--- src/rtl/gearbox_pkg.sv ---
// Shared widths, constants and FSM encoding for the 67b->20b TX gearbox load scheduler.
package gearbox_pkg;

    localparam int GB_IN_W     = 67;
    localparam int GB_OUT_W    = 20;
    localparam int GB_LVL_W    = 7;
    localparam int GB_LOAD_INC = GB_IN_W - GB_OUT_W;

    typedef enum logic [1:0] {
        DISABLED = 2'd0,
        RUN      = 2'd1,
        DRAIN    = 2'd2
    } gb_state_e;

endpackage

--- src/rtl/gearbox_lvl_tracker.sv ---
// Tracks how many loaded bits the gearbox still has to shift out (0..66) and flags
// when a new 67b load fits (fewer than one output word left) or the gearbox is empty.
module gearbox_lvl_tracker
    import gearbox_pkg::*;
(
    input  logic clk_i,
    input  logic rst_i,
    input  logic clr_i,
    input  logic load_i,
    input  logic drain_i,
    output logic slot_ok_o,
    output logic empty_o
);

    logic [GB_LVL_W-1:0] lvl_q;
    logic [GB_LVL_W-1:0] lvl_d;

    // A load cycle also shifts one output word, hence the net +47.
    always_comb begin
        lvl_d = lvl_q;
        if (clr_i) begin
            lvl_d = '0;
        end else if (load_i) begin
            lvl_d = lvl_q + GB_LVL_W'(GB_LOAD_INC);
        end else if (drain_i) begin
            lvl_d = (lvl_q >= GB_LVL_W'(GB_OUT_W)) ? lvl_q - GB_LVL_W'(GB_OUT_W) : '0;
        end
    end

    always_ff @(posedge clk_i or posedge rst_i) begin
        if (rst_i) begin
            lvl_q <= '0;
        end else begin
            lvl_q <= lvl_d;
        end
    end

    assign slot_ok_o = (lvl_q < GB_LVL_W'(GB_OUT_W));
    assign empty_o   = (lvl_q == '0);

endmodule

--- src/rtl/gearbox_tx_sched.sv ---
// Load scheduler for the 67b->20b TX gearbox: paces loads, inserts idles, owns gearbox reset.
// Statistics counters are built only when GEARBOX_SCHED_STATS_EN is defined.
module gearbox_tx_sched
    import gearbox_pkg::*;
#(
    parameter logic [GB_IN_W-1:0] IDLE_WORD = '0,
    parameter int                 CNT_W     = 16
) (
    input  logic               USER_CLK,
    input  logic               SYSTEM_RESET,
    input  logic               ENABLE,
    input  logic [GB_IN_W-1:0] S_DATA,
    input  logic               S_VALID,
    output logic               S_READY,
    output logic [GB_IN_W-1:0] GB_DATA,
    output logic               GB_DATA_VALID,
    output logic               GB_RESET,
    output logic               BUSY,
    output logic [CNT_W-1:0]   UNDERRUN_CNT,
    output logic [CNT_W-1:0]   LOAD_CNT
);

    gb_state_e          state_q, state_d;
    logic               tail_q, tail_d;
    logic [GB_IN_W-1:0] gb_data_q, gb_data_d;
    logic               gb_valid_q, gb_valid_d;
    logic               gb_reset_q, gb_reset_d;
    logic               lvl_clr, lvl_load, lvl_drain;
    logic               lvl_slot_ok, lvl_empty;
    logic               slot;

    gearbox_lvl_tracker u_lvl (
        .clk_i     (USER_CLK),
        .rst_i     (SYSTEM_RESET),
        .clr_i     (lvl_clr),
        .load_i    (lvl_load),
        .drain_i   (lvl_drain),
        .slot_ok_o (lvl_slot_ok),
        .empty_o   (lvl_empty)
    );

    assign slot = (state_q == RUN) && ENABLE && lvl_slot_ok;

    always_comb begin
        state_d    = state_q;
        tail_d     = 1'b0;
        gb_data_d  = gb_data_q;
        gb_valid_d = 1'b0;
        gb_reset_d = gb_reset_q;
        lvl_clr    = 1'b0;
        lvl_load   = 1'b0;
        lvl_drain  = 1'b0;
        case (state_q)
            DISABLED: begin
                lvl_clr = 1'b1;
                if (ENABLE) begin
                    state_d    = RUN;
                    gb_reset_d = 1'b0;
                end else begin
                    gb_reset_d = 1'b1;
                end
            end
            RUN: begin
                gb_reset_d = 1'b0;
                if (!ENABLE) begin
                    lvl_drain = 1'b1;
                    state_d   = DRAIN;
                end else if (slot) begin
                    lvl_load   = 1'b1;
                    gb_valid_d = 1'b1;
                    gb_data_d  = S_VALID ? S_DATA : IDLE_WORD;
                end else begin
                    lvl_drain = 1'b1;
                end
            end
            DRAIN: begin
                lvl_drain = 1'b1;
                // Two empty cycles flush the output register and gearbox storage; the
                // exit edge raises GB_RESET so an immediate re-enable still realigns the pointer.
                if (lvl_empty) begin
                    if (tail_q) begin
                        state_d    = DISABLED;
                        gb_reset_d = 1'b1;
                    end else begin
                        tail_d = 1'b1;
                    end
                end
            end
            default: begin
                state_d = DISABLED;
            end
        endcase
    end

    always_ff @(posedge USER_CLK or posedge SYSTEM_RESET) begin
        if (SYSTEM_RESET) begin
            state_q    <= DISABLED;
            tail_q     <= 1'b0;
            gb_data_q  <= '0;
            gb_valid_q <= 1'b0;
            gb_reset_q <= 1'b1;
        end else begin
            state_q    <= state_d;
            tail_q     <= tail_d;
            gb_data_q  <= gb_data_d;
            gb_valid_q <= gb_valid_d;
            gb_reset_q <= gb_reset_d;
        end
    end

    assign S_READY       = slot;
    assign GB_DATA       = gb_data_q;
    assign GB_DATA_VALID = gb_valid_q;
    assign GB_RESET      = gb_reset_q;
    assign BUSY          = (state_q != DISABLED);

`ifdef GEARBOX_SCHED_STATS_EN
    logic [CNT_W-1:0] load_cnt_q;
    logic [CNT_W-1:0] underrun_cnt_q;

    always_ff @(posedge USER_CLK or posedge SYSTEM_RESET) begin
        if (SYSTEM_RESET) begin
            load_cnt_q     <= '0;
            underrun_cnt_q <= '0;
        end else if (slot) begin
            load_cnt_q <= load_cnt_q + 1'b1;
            if (!S_VALID && (underrun_cnt_q != '1)) begin
                underrun_cnt_q <= underrun_cnt_q + 1'b1;
            end
        end
    end

    assign LOAD_CNT     = load_cnt_q;
    assign UNDERRUN_CNT = underrun_cnt_q;
`else
    assign LOAD_CNT     = '0;
    assign UNDERRUN_CNT = '0;
`endif

endmodule
--- config.mk ---
export PLATFORM = sky130hd
export DESIGN_NAME = gearbox_tx_sched
export DESIGN_NICKNAME = d
export VERILOG_FILES = /design/src/rtl/gearbox_pkg.sv /design/src/rtl/gearbox_lvl_tracker.sv /design/src/rtl/gearbox_tx_sched.sv
export SDC_FILE = /design/constraint.sdc
export NUM_CORES = 1
export LEC_CHECK = 0
export CORE_UTILIZATION = 46
export CTS_BUF_LIST = sky130_fd_sc_hd__clkbuf_8
export CTS_CLUSTER_DIAMETER = 50
export DETAILED_ROUTE_END_ITERATION = 10
export PLACE_DENSITY = 0.88
export SYNTH_ARGS = -nofsm -noshare
export SYNTH_HDL_FRONTEND = slang
export SYNTH_SLANG_ARGS = --single-unit
export TNS_END_PERCENT = 100
--- constraint.sdc ---
create_clock -name USER_CLK -period 7.6 [get_ports USER_CLK]
set_clock_uncertainty 0.1 [all_clocks]
set_input_delay 1.52 -clock USER_CLK [delete_from_list [all_inputs] [get_ports USER_CLK]]
set_output_delay 1.52 -clock USER_CLK [all_outputs]
set_load 0.02 [all_outputs]
# ---- Yosys cells after proc, flatten, opt, wreduce, memory -nomap -nowiden
# Index checks and enable logic that the tools add are counted.
dict set report totals {
  out_inout_bits 103
  regBits 79
}
dict set report classes {
  mux 24
  eq_ne 6
  reduce_logical 10
  order_cmp 2
  n_addsub 2
}
# op n
set op_table {}
lappend op_table {{$mux W67} 1}
lappend op_table {{$mux W7} 4}
lappend op_table {{$mux W1} 12}
lappend op_table {{$mux W2} 4}
lappend op_table {{$ne A2 B2 Y1 const B} 4}
lappend op_table {{$add A7 B6 Y7 const B} 1}
lappend op_table {{$ge A7 B5 Y1 const B} 1}
lappend op_table {{$logic_not A7 Y1} 1}
lappend op_table {{$lt A7 B5 Y1 const B} 1}
lappend op_table {{$sub A7 B5 Y7 const B} 1}
lappend op_table {{$pmux W2 S3} 1}
lappend op_table {{$reduce_and A3 Y1} 2}
lappend op_table {{$reduce_bool A3 Y1} 2}
lappend op_table {{$reduce_and A4 Y1} 1}
lappend op_table {{$pmux W1 S3} 1}
lappend op_table {{$eq A2 B1 Y1 const B} 1}
lappend op_table {{$eq A2 B2 Y1 const B} 1}
lappend op_table {{$logic_and A1 B1 Y1} 2}
lappend op_table {{$logic_not A2 Y1} 1}
lappend op_table {{$pmux W1 S2} 1}
lappend op_table {{$reduce_bool A2 Y1} 1}

# ---- Longest topological paths before layout
dict set report logic_depth {
  ltp_word 9
  depth_mapped 9
  ltp_nobuf 7
}

# ---- By module
# From an unflattened synthesis, not the netlist that was laid out.
dict set report hier_totals {
  cells_unflattened 411
  area_unflattened_um2 3684.8
}
# module cells_per_inst area_per_inst_um2 seq_area_each_um2 instances
set by_module_without_submodules {}
lappend by_module_without_submodules {gearbox_tx_sched 351 3169.3 1803.0 1}
lappend by_module_without_submodules {gearbox_lvl_tracker 60 515.5 175.2 1}

# ---- Worst setup path after synthesis
# No wires, ideal clock.
dict set report synth_path {
  path_kind {input -> output}
  from {input port ENABLE}
  to {output port S_READY}
  t_required_ps 5980
  setup_slack_ps 3711
  n_path_buf 2
  cell_stages 5
  arrival_ps 2269
  cell_sequence {and2_1 clkbuf_2 nand3_2 inv_2 buf_2}
}
dict set report synth_between {
  elab_chain_cells 2
}
# element line
set synth_lines {}
lappend synth_lines {{from (decl)} gearbox_tx_sched.sv:11} ;# input logic ENABLE,
lappend synth_lines {{$logic_and A1 B1 Y1 (2 in series)} gearbox_tx_sched.sv:42} ;# assign slot = (state_q == RUN) && ENABLE && lvl_slot_ok;
lappend synth_lines {{to (decl)} gearbox_tx_sched.sv:14} ;# output logic S_READY,
# No other way between the ends.

# ---- Worst setup path after layout
# Same ends and word-level chain as after synthesis.

==> metrics <==
max incr delay on CP roughly 740 ps; Worst Path Arrival between 3000 and 4000 ps; Avg Inst Size Synth 8.960 um2; initial antenna violation count 0; type of the worst setup path input port to output pin; commonest non-fill, non-tap cells in the layout clkdlybuf4s50_1, nand2_1, dfrtp_1; status finished clean; area grow syn2layout 42.19%; Post-CTS Hold Buffers 0; Post-CTS Setup Inserts 0; register area share after synthesis 53.20%; drt drc 0; commonest non-fill, non-tap cell in the layout clkdlybuf4s50_1; largest net degree at the start of global routing 80; worst r2r src state_q[1]$_DFFE_PP0P_; gr usage total 21.63%; Max-slew headroom between 20 and 30%; layout cells sized above 1 4.719%; P_leak 2.617 nW; worst min path class flop to flop; # diodes 0; worst path required time about 6000 ps; RSZ-0062 raised after global routing false; Worst-Skew Late Latency 330 ps; post-CTS resize count 0; TritonCTS Sinks 79; CTS buffer count 9; DR pass1 iterations 5; core box area 0.007767 mm2; Overflow after GRT 0; clk root buf clkbuf_8; clk slew on worst S/H paths 70 ps; Final Hold Viols 0; Sum Neg Setup Slack 0 ps; die width roughly 90 um; final setup fails 0; Port Buffers approximately 140; CTS tree built; fin nets 628; most common flop cell mapped by yosys dfrtp_1; Cell Rows 32; dpl hpwl between 6000 and 7000 um; Via density 5.009; wirelength, routed 8829 um; starting density of the core 47.87%; vias 3271; final weighted congestion in routability-driven placement 0.8980; first-pass GRT wire length roughly 15000 um; WL per Instance 13.52 um; Worst setup EP type output pin; IO Count 174; mapped cell area 0.003719 mm2; final std cells w/o fill 653; Post-synth EDFFs 0; yosys warns 0; Mapped Cells around 420; vias in the first global route 3149; Top cell by count, worst path clkdlybuf4s50_1; Max Cap Viol 0; fillers 647; CP max stage cell clkdlybuf4s50_1; min-delay src GB_DATA[28]$_DFFE_PP0N_; fmax 183.3 MHz; Max H-tree Level 3; Iteration-0 DRC Markers about 130; synth unique cells 43; CP bufs+invs 4; Pins Over Slew Limit 0; CP Launch Type input port; critical-path cell list clkdlybuf4s50_1 -> and2_1 -> nand3_2 -> inv_2 -> buf_4 -> clkdlybuf4s50_1; ys async rst share 100.0%; crit-path max FO 73; Cells after DPL about 640; DIE AREA 0.008447 mm2; clk buf depth 2; Antenna Nets Post-Route 0; die height 91.91 um; post-layout min period 5455 ps; actual slew at the worst max-slew pin 1115 ps; Power per Cell Area ~360 mW/mm2; crit path launch ENABLE; Worst R2R Setup Slack between 5000 and 6000 ps; Crit path max-delay family buffers and inverters; synthesized flop and latch total slightly below 80; final worst-path cycle share 71.78%; Max VDD drop around 0.00015 V
## cells in the mapped netlist (2+ instances only)
master    number  share of area (%)
nand4_1        2               0.34
dfrtp_1       78                 52
nand2_1      139                 14
inv_1         12                1.2
clkbuf_1      10                1.0
nor3_1         2               0.27
buf_2          9                1.2
o22ai_1        2               0.34
nand3b_1       2               0.40
nand3_1       73                9.8
nor2_1         6               0.61
buf_4         33                6.7
a31oi_1        2               0.34
ha_1          11                3.7
a21oi_1        4               0.54
o21ai_0        3               0.40
## worst paths after layout
path | depth (start not counted) | to
max | 6 | S_READY
min | 2 | GB_DATA[28]$_DFFE_PP0N_
max reg2reg | 8 | u_lvl.lvl_q[3]$_DFFE_PP0P_
min reg2reg | 2 | GB_DATA[28]$_DFFE_PP0N_
max in group asynchronous | 3 | tail_q$_DFF_PP0_
min in group asynchronous | 3 | GB_DATA[55]$_DFFE_PP0N_
## power by group
part / switching [mW] / internal, mW
sequential: 0.0900 / 0.565
clock: 0.148 / 0.227
combinational: 0.485 / 0.377
## sequential cells by signal (all words and copies together), names as in the netlist
signal / cells
GB_RESET: 1
state_q: 2
u_lvl.lvl_q: 7
GB_DATA_VALID: 1
GB_DATA: 67
tail_q: 1
## cell families after synthesis
group,share of synthesized area (%)
buffers and inverters,10.73
flip-flops,53.20
AO/OA/AOI/OAI,4.206
other,0.1008
multiplexers,0.5720
adder cells (fa/ha/maj),3.701
AND/OR/NAND/NOR,27.49
## cell type report
cell class                 count  area [um2]  share of cell area (%)
tap                          102       127.6                   2.414
multi-input combinational    299        1458                   27.57
clock inverter                 6       107.6                   2.035
inverter                      13       50.05                  0.9465
timing repair buffer         144        1429                   27.02
clock buffer                  10       137.6                   2.603
sequential                    79        1978                   37.41
## worst min-delay path, stage by stage, from the launching register on
cell	delay (ps)
dfrtp_1	350
nand2_1	50
nand2_1	40
## routing by layer
layer  up-vias  wire length (um)  share of wire [%]  global-route usage [%]
li1       1557                 -                  -                       -
met4         0               134                1.5                   6.380
met1      1563              3640                 41                   26.97
met2       137              4344                 49                   36.69
met3        14               710                8.0                   5.970
met5         -                 0                  0                       0
## per-stage QoR
stage / cell area (um2) / hold slack (ps) / util, % / setup slack, ps / total power [mW]
2_1_floorplan: 3835 / 324.5 / - / 3711 / 1.158
3_3_place_gp: 5042 / 333.5 / 64.92 / 2202 / 1.494
3_5_place_dp: 5042 / 355.1 / 64.92 / 2148 / 1.533
4_1_cts: 5288 / 371.9 / 68.07 / 2159 / 1.911
5_1_grt: 5288 / 397.2 / 68.07 / 1971 / 2.014
6_report: 5288 / 368.9 / 68.07 / 2145 / 1.892
Power figures use the tool's default switching activity.
